===== src/rtl/gam_edge_age_sequencer.sv =====
// Purpose: runs one GAM topology update (link w/s, age the winner's row, prune stale edges, mirror every write).
// Latency: 2 link cycles + 1/2/3 per skipped/absent/present column + 1 DONE cycle; illegal requests go straight to DONE.
// Backpressure: req_ready is high only in IDLE; requests arriving while busy are ignored.
module gam_edge_age_sequencer #(
    parameter int NODE_COUNT  = 10,
    parameter int CLASS_COUNT = 4,
    parameter int AGE_MAX     = 2,
    parameter int AGE_W       = 8,
    localparam int NW = $clog2(NODE_COUNT + 1),
    localparam int CW = $clog2(CLASS_COUNT + 1)
) (
    input  logic             clk,
    input  logic             rst,
    input  logic             req_valid,
    output logic             req_ready,
    input  logic [CW-1:0]    req_class,
    input  logic [NW-1:0]    req_winner,
    input  logic [NW-1:0]    req_second,
    output logic             conn_rd_en,
    output logic [CW-1:0]    conn_rd_class,
    output logic [NW-1:0]    conn_rd_row,
    output logic [NW-1:0]    conn_rd_col,
    input  logic             conn_rd_presence,
    input  logic [AGE_W-1:0] conn_rd_age,
    output logic             conn_wr_en,
    output logic [CW-1:0]    conn_wr_class,
    output logic [NW-1:0]    conn_wr_row,
    output logic [NW-1:0]    conn_wr_col,
    output logic             conn_wr_presence,
    output logic [AGE_W-1:0] conn_wr_age,
    output logic             done,
    output logic             err,
    output logic [NW-1:0]    deleted_count
);

    typedef enum logic [2:0] {
        S_IDLE, S_LINK_A, S_LINK_B, S_READ, S_CHECK, S_MIRROR, S_DONE
    } state_t;

    state_t            state_q, state_d;
    logic [CW-1:0]     cls_q;
    logic [NW-1:0]     w_q, s_q, j_q;
    logic              err_q;
    logic              mir_pres_q;
    logic [AGE_W-1:0]  mir_age_q;
    logic [NW-1:0]     del_cnt_q;

    logic              req_legal;
    logic              skip_col, last_col, advance;
    logic [AGE_W-1:0]  age_inc;
    logic              expire;

    assign req_legal = (req_class != '0) && (req_class <= CW'(CLASS_COUNT)) &&
                       (req_winner != '0) && (req_winner <= NW'(NODE_COUNT)) &&
                       (req_second != '0) && (req_second <= NW'(NODE_COUNT)) &&
                       (req_winner != req_second);

    assign skip_col = (j_q == w_q) || (j_q == s_q);
    assign last_col = (j_q == NW'(NODE_COUNT));
    assign advance  = ((state_q == S_READ) && skip_col) ||
                      ((state_q == S_CHECK) && !conn_rd_presence) ||
                      (state_q == S_MIRROR);

    // All-ones age saturates instead of wrapping back to a fresh edge.
    assign age_inc = (&conn_rd_age) ? conn_rd_age : conn_rd_age + AGE_W'(1);
    assign expire  = ({1'b0, age_inc} > (AGE_W + 1)'(AGE_MAX));

    always_ff @(posedge clk) begin
        if (rst) begin
            state_q    <= S_IDLE;
            cls_q      <= '0;
            w_q        <= '0;
            s_q        <= '0;
            j_q        <= '0;
            err_q      <= 1'b0;
            mir_pres_q <= 1'b0;
            mir_age_q  <= '0;
            del_cnt_q  <= '0;
        end else begin
            state_q <= state_d;
            if (state_q == S_IDLE && req_valid) begin
                cls_q     <= req_class;
                w_q       <= req_winner;
                s_q       <= req_second;
                err_q     <= !req_legal;
                del_cnt_q <= '0;
            end
            if (state_q == S_LINK_B) begin
                j_q <= NW'(1);
            end else if (advance) begin
                j_q <= j_q + NW'(1);
            end
            if (state_q == S_CHECK && conn_rd_presence) begin
                mir_pres_q <= !expire;
                mir_age_q  <= expire ? '0 : age_inc;
                if (expire) begin
                    del_cnt_q <= del_cnt_q + NW'(1);
                end
            end
        end
    end

    always_comb begin
        state_d = state_q;
        case (state_q)
            S_IDLE:   if (req_valid) state_d = req_legal ? S_LINK_A : S_DONE;
            S_LINK_A: state_d = S_LINK_B;
            S_LINK_B: state_d = S_READ;
            S_READ: begin
                if (!skip_col)     state_d = S_CHECK;
                else if (last_col) state_d = S_DONE;
            end
            S_CHECK: begin
                if (conn_rd_presence) state_d = S_MIRROR;
                else                  state_d = last_col ? S_DONE : S_READ;
            end
            S_MIRROR: state_d = last_col ? S_DONE : S_READ;
            S_DONE:   state_d = S_IDLE;
            default:  state_d = S_IDLE;
        endcase
    end

    always_comb begin
        req_ready        = (state_q == S_IDLE);
        conn_rd_en       = 1'b0;
        conn_rd_class    = '0;
        conn_rd_row      = '0;
        conn_rd_col      = '0;
        conn_wr_en       = 1'b0;
        conn_wr_class    = '0;
        conn_wr_row      = '0;
        conn_wr_col      = '0;
        conn_wr_presence = 1'b0;
        conn_wr_age      = '0;
        done             = 1'b0;
        err              = 1'b0;
        deleted_count    = del_cnt_q;
        case (state_q)
            S_LINK_A: begin
                conn_wr_en       = 1'b1;
                conn_wr_class    = cls_q;
                conn_wr_row      = w_q;
                conn_wr_col      = s_q;
                conn_wr_presence = 1'b1;
            end
            S_LINK_B: begin
                conn_wr_en       = 1'b1;
                conn_wr_class    = cls_q;
                conn_wr_row      = s_q;
                conn_wr_col      = w_q;
                conn_wr_presence = 1'b1;
            end
            S_READ: begin
                if (!skip_col) begin
                    conn_rd_en    = 1'b1;
                    conn_rd_class = cls_q;
                    conn_rd_row   = w_q;
                    conn_rd_col   = j_q;
                end
            end
            S_CHECK: begin
                if (conn_rd_presence) begin
                    conn_wr_en       = 1'b1;
                    conn_wr_class    = cls_q;
                    conn_wr_row      = w_q;
                    conn_wr_col      = j_q;
                    conn_wr_presence = !expire;
                    conn_wr_age      = expire ? '0 : age_inc;
                end
            end
            S_MIRROR: begin
                conn_wr_en       = 1'b1;
                conn_wr_class    = cls_q;
                conn_wr_row      = j_q;
                conn_wr_col      = w_q;
                conn_wr_presence = mir_pres_q;
                conn_wr_age      = mir_age_q;
            end
            S_DONE: begin
                done = 1'b1;
                err  = err_q;
            end
            default: ;
        endcase
    end

endmodule


===== config.mk =====
export PLATFORM = sky130hd
export DESIGN_NAME = gam_edge_age_sequencer
export DESIGN_NICKNAME = d
export VERILOG_FILES = /design/src/rtl/gam_edge_age_sequencer.sv
export SDC_FILE = /design/constraint.sdc
export NUM_CORES = 1
export LEC_CHECK = 0
export BUFFER_PORTS_ARGS = -buffer_cell sky130_fd_sc_hd__clkbuf_2
export CAP_MARGIN = 20
export CORE_ASPECT_RATIO = 1.5
export CORE_MARGIN = 2
export CORE_UTILIZATION = 45
export CTS_CLUSTER_DIAMETER = 40
export DETAILED_ROUTE_END_ITERATION = 10
export GPL_TIMING_DRIVEN = 0
export PLACE_DENSITY_LB_ADDON = 0.05
export SYNTH_ARGS = -nofsm -noshare
export SYNTH_HDL_FRONTEND = slang
export SYNTH_SLANG_ARGS = --single-unit

===== constraint.sdc =====
create_clock -name clk -period 2.51 [get_ports clk]
set_input_delay 0.1255 -clock clk [delete_from_list [all_inputs] [get_ports clk]]
set_output_delay 0.1255 -clock clk [all_outputs]
set_load 0.01 [all_outputs]

==> results.yml <==
synth:
  synth_area_leaders: "dfxtp_1, and2_1, nand2_1, xnor2_1, a21oi_1"
  synth_warnings: 0
  synth-edff-count: 0
  synth.avg_cell_area_um2: 7.66
  synth.yosys.seq_area_share: 0.323
  yosys.area.top_type_share: 0.323
  yosys.cell_types.count: 42
  ys_async_sr_fraction: 0
  ys_ff_latch: 32
  synthCells: 259
  synth_area_um2: 1980
  yosysTopAreaCell: "dfxtp_1"
  synthFlopType: "dfxtp_1"
  syn-num-nets: 286
pwr:
  p_clk_frac: 0.199
  p_int_w: 0.00114
  swShare: 0.422
  total_leakage_power_nw: 1.13
  p_switching_w: 0.000833
  power_frac_comb: 0.474
  pwr-share-seq: 0.327
  vdd_drop_max_v: 0.000535
  power_density_nw_per_um2: 810
grt:
  grt_usage: 0.205
  grt_pass1_wl_um: 8140
  grt_max_degree: 12
  first_global_vias: 1847
  grt-ovfl-total: 0
  antenna_found_initial: 0
drt:
  vias: 2014
  routed_wl_um: 4900
  drt-initial-drc-count: 54
  drtAntennaViolNets: 0
  first_pass_iters: 4
  post_drt_wl_per_cell_um: 13.1
  remaining_drc_errors: 0
  vias_per_cell: 5.39
timing:
  setup_ws_ns: 0.308
  setup_viol: 0
  max_slew_margin: 0.640
  timing.final.hold_violations: 0
  post-route-period-util: 0.877
  fin_skew_ns: 0.00197
  tightest_slew_ns: 0.539
  fin_tns_setup_ns: 0
  max_freq_mhz: 454
  rsz0062_at_grt: "false"
  fin_crit_ns: 2.20
  whs_ns: 0.0719
  slew_violations: 0
placement:
  dpl.cell_count: 366
  hpwlAfterDp_um: 3760
  port_buffers: 61
  place_ws_ns: 0.502
  gp_congestion: 0.857
die:
  rows: 29
  dieHeight_um: 85.3
  fp.dieW_um: 58.2
  dieArea_um2: 4970
  start_util: 0.467
  core_um2: 4250
  ioPinCount: 63
final_layout:
  multiInputGateArea_um2: 1240
  utilization: 0.574
  synthToLayoutAreaGrowth_pct: 22.8
  antenna_cells: 0
  final_nets: 354
  instances_no_fill: 374
  drive_gt1_frac: 0.256
  seqCellArea_um2: 641
  n_fill_cell: 454
clock_network:
  cts_made_buffers: 5
  ctsHoldBuffers: 0
  clock_latency_ns: 0.28
  clock_sinks: 32
  cts_tree: "done"
  cts_setup_buffers: 0
  h-tree-depth: 2
  cts_buffer_depth: 2
  clkTransAtPathRegs_ns: 0.07
  root_buffer: "clkbuf_8"
setup_path:
  arrival_ns: 2.08
  endpoint_kind: "primary output"
  path_max_fanout: 9
  start_kind: "flip-flop"
  path_class: "reg -> out"
  crit_required_ns: 2.38
min_path:
  hold_path.class: "in -> reg"
status:
  status: "finished, final reports clean"
job:
  drv_cap: 0
-- repair_timing --
item                                   4_1_cts  5_1_grt
endpoints found under the hold margin        0        0
setup endpoints to repair                    0        8
gates resized for setup                      0        2
-- stage by stage --
| stage | power (W) | cell area, µm² |
|---|---|---|
| after floorplan | 0.00132 | 1980 |
| after global placement | 0.00158 | 2350 |
| after detailed placement | 0.00159 | 2350 |
| after CTS | 0.00199 | 2430 |
| after global routing | 0.00212 | 2430 |
| final | 0.00197 | 2430 |
-- per-layer routing --
layer,vias to the layer above,part of all wire,track usage
li1,1037,-,-
met3,7,0.058,0.0457
met2,67,0.48,0.342
met4,0,0.016,0.0634
met1,903,0.45,0.260
met5,-,0,0
-- worst paths after layout --
path	start	to	slack, ns	cells after the start
worst min-delay path	req_class[0]	cls_q[0]	0.07	3
worst min register to register	mir_age_q[2]	mir_age_q[2]	0.45	1
worst max-delay path	state_q[2]	conn_wr_age[0]	0.31	7
worst max register to register	state_q[2]	deleted_count[2]	0.70	6
-- Yosys cell counts (3+ instances only) --
master     n
o21ai_0    3
nor2_1    16
xnor2_1   15
nor3_1     4
or3_1      3
or2_2      3
nand2b_1   4
clkbuf_1   9
a21oi_1   25
a21o_1     5
buf_2      4
and3_1     6
nand3_1   10
nand2_1   39
and2_1    24
a222oi_1   8
dfxtp_1   32
ha_1       4
nand4_1    6
inv_1     10
-- cells by family (layout without fill, tap and decap cells) --
kind of cell / count (synthesis) / in the layout / share of synthesized area
and+or+nand+nor: 128 / 128 / 0.343
AOI/OAI and AO/OA: 52 / 52 / 0.174
DFF: 32 / 32 / 0.323
buffers and inverters: 25 / 94 / 0.0536
xor gates and xnor gates: 15 / 15 / 0.0662
adders and majority gates: 4 / 4 / 0.0252
muxes: 3 / 3 / 0.0158
-- placed cells by master (no fill, tap or decap), drive strengths merged, types with 2 or more instances in the layout --
cell,count
a21boi,2
a21o,5
a21oi,25
a222oi,8
and2,24
and3,6
buf,6
clkbuf,75
clkinv,3
dfxtp,32
ha,4
inv,10
mux2i,2
nand2,39
nand2b,5
nand3,10
nand3b,2
nand4,6
nor2,16
nor2b,2
nor3,4
nor3b,3
nor4,2
o21ai,4
or2,3
or3,3
or3b,2
xnor2,15
-- state kept, by name, indices dropped and copies added, names as in the netlist --
register	count
mir_age_q	8
deleted_count	4
j_q	4
s_q	4
w_q	4
cls_q	3
state_q	3
err_q	1
mir_pres_q	1
-- area by class of cell --
| type | instances | area share |
|---|---|---|
| multi-input cells | 202 | 0.508 |
| flip-flops and latches | 32 | 0.263 |
| repair buffers | 61 | 0.125 |
| plain buffers | 15 | 0.0288 |
| clock buffers | 5 | 0.0283 |
| well taps | 46 | 0.0236 |
| inverters | 10 | 0.0154 |
| clock inverters | 3 | 0.00771 |
-- power by group through the flow --
stage / Combinational, W / Sequential (W) / Clock, W
detailed placement: 0.000932 / 0.000658 / 0
floorplan: 0.000682 / 0.000642 / 0
CTS: 0.000935 / 0.000647 / 0.000405
global route: 0.00104 / 0.000659 / 0.000425
global placement: 0.000926 / 0.000657 / 0
finish: 0.000936 / 0.000646 / 0.000392
-- critical path, cell delays in order (launching register included) --
cell and delay (ns):
dfxtp_1 0.31, buf_2 0.21, and2b_4 0.23, nand3b_1 0.24, nor3_1 0.46, nand2_1 0.14
nand2_1 0.09, clkbuf_2 0.12
No activity file was read; power rests on OpenSTA's default activity.
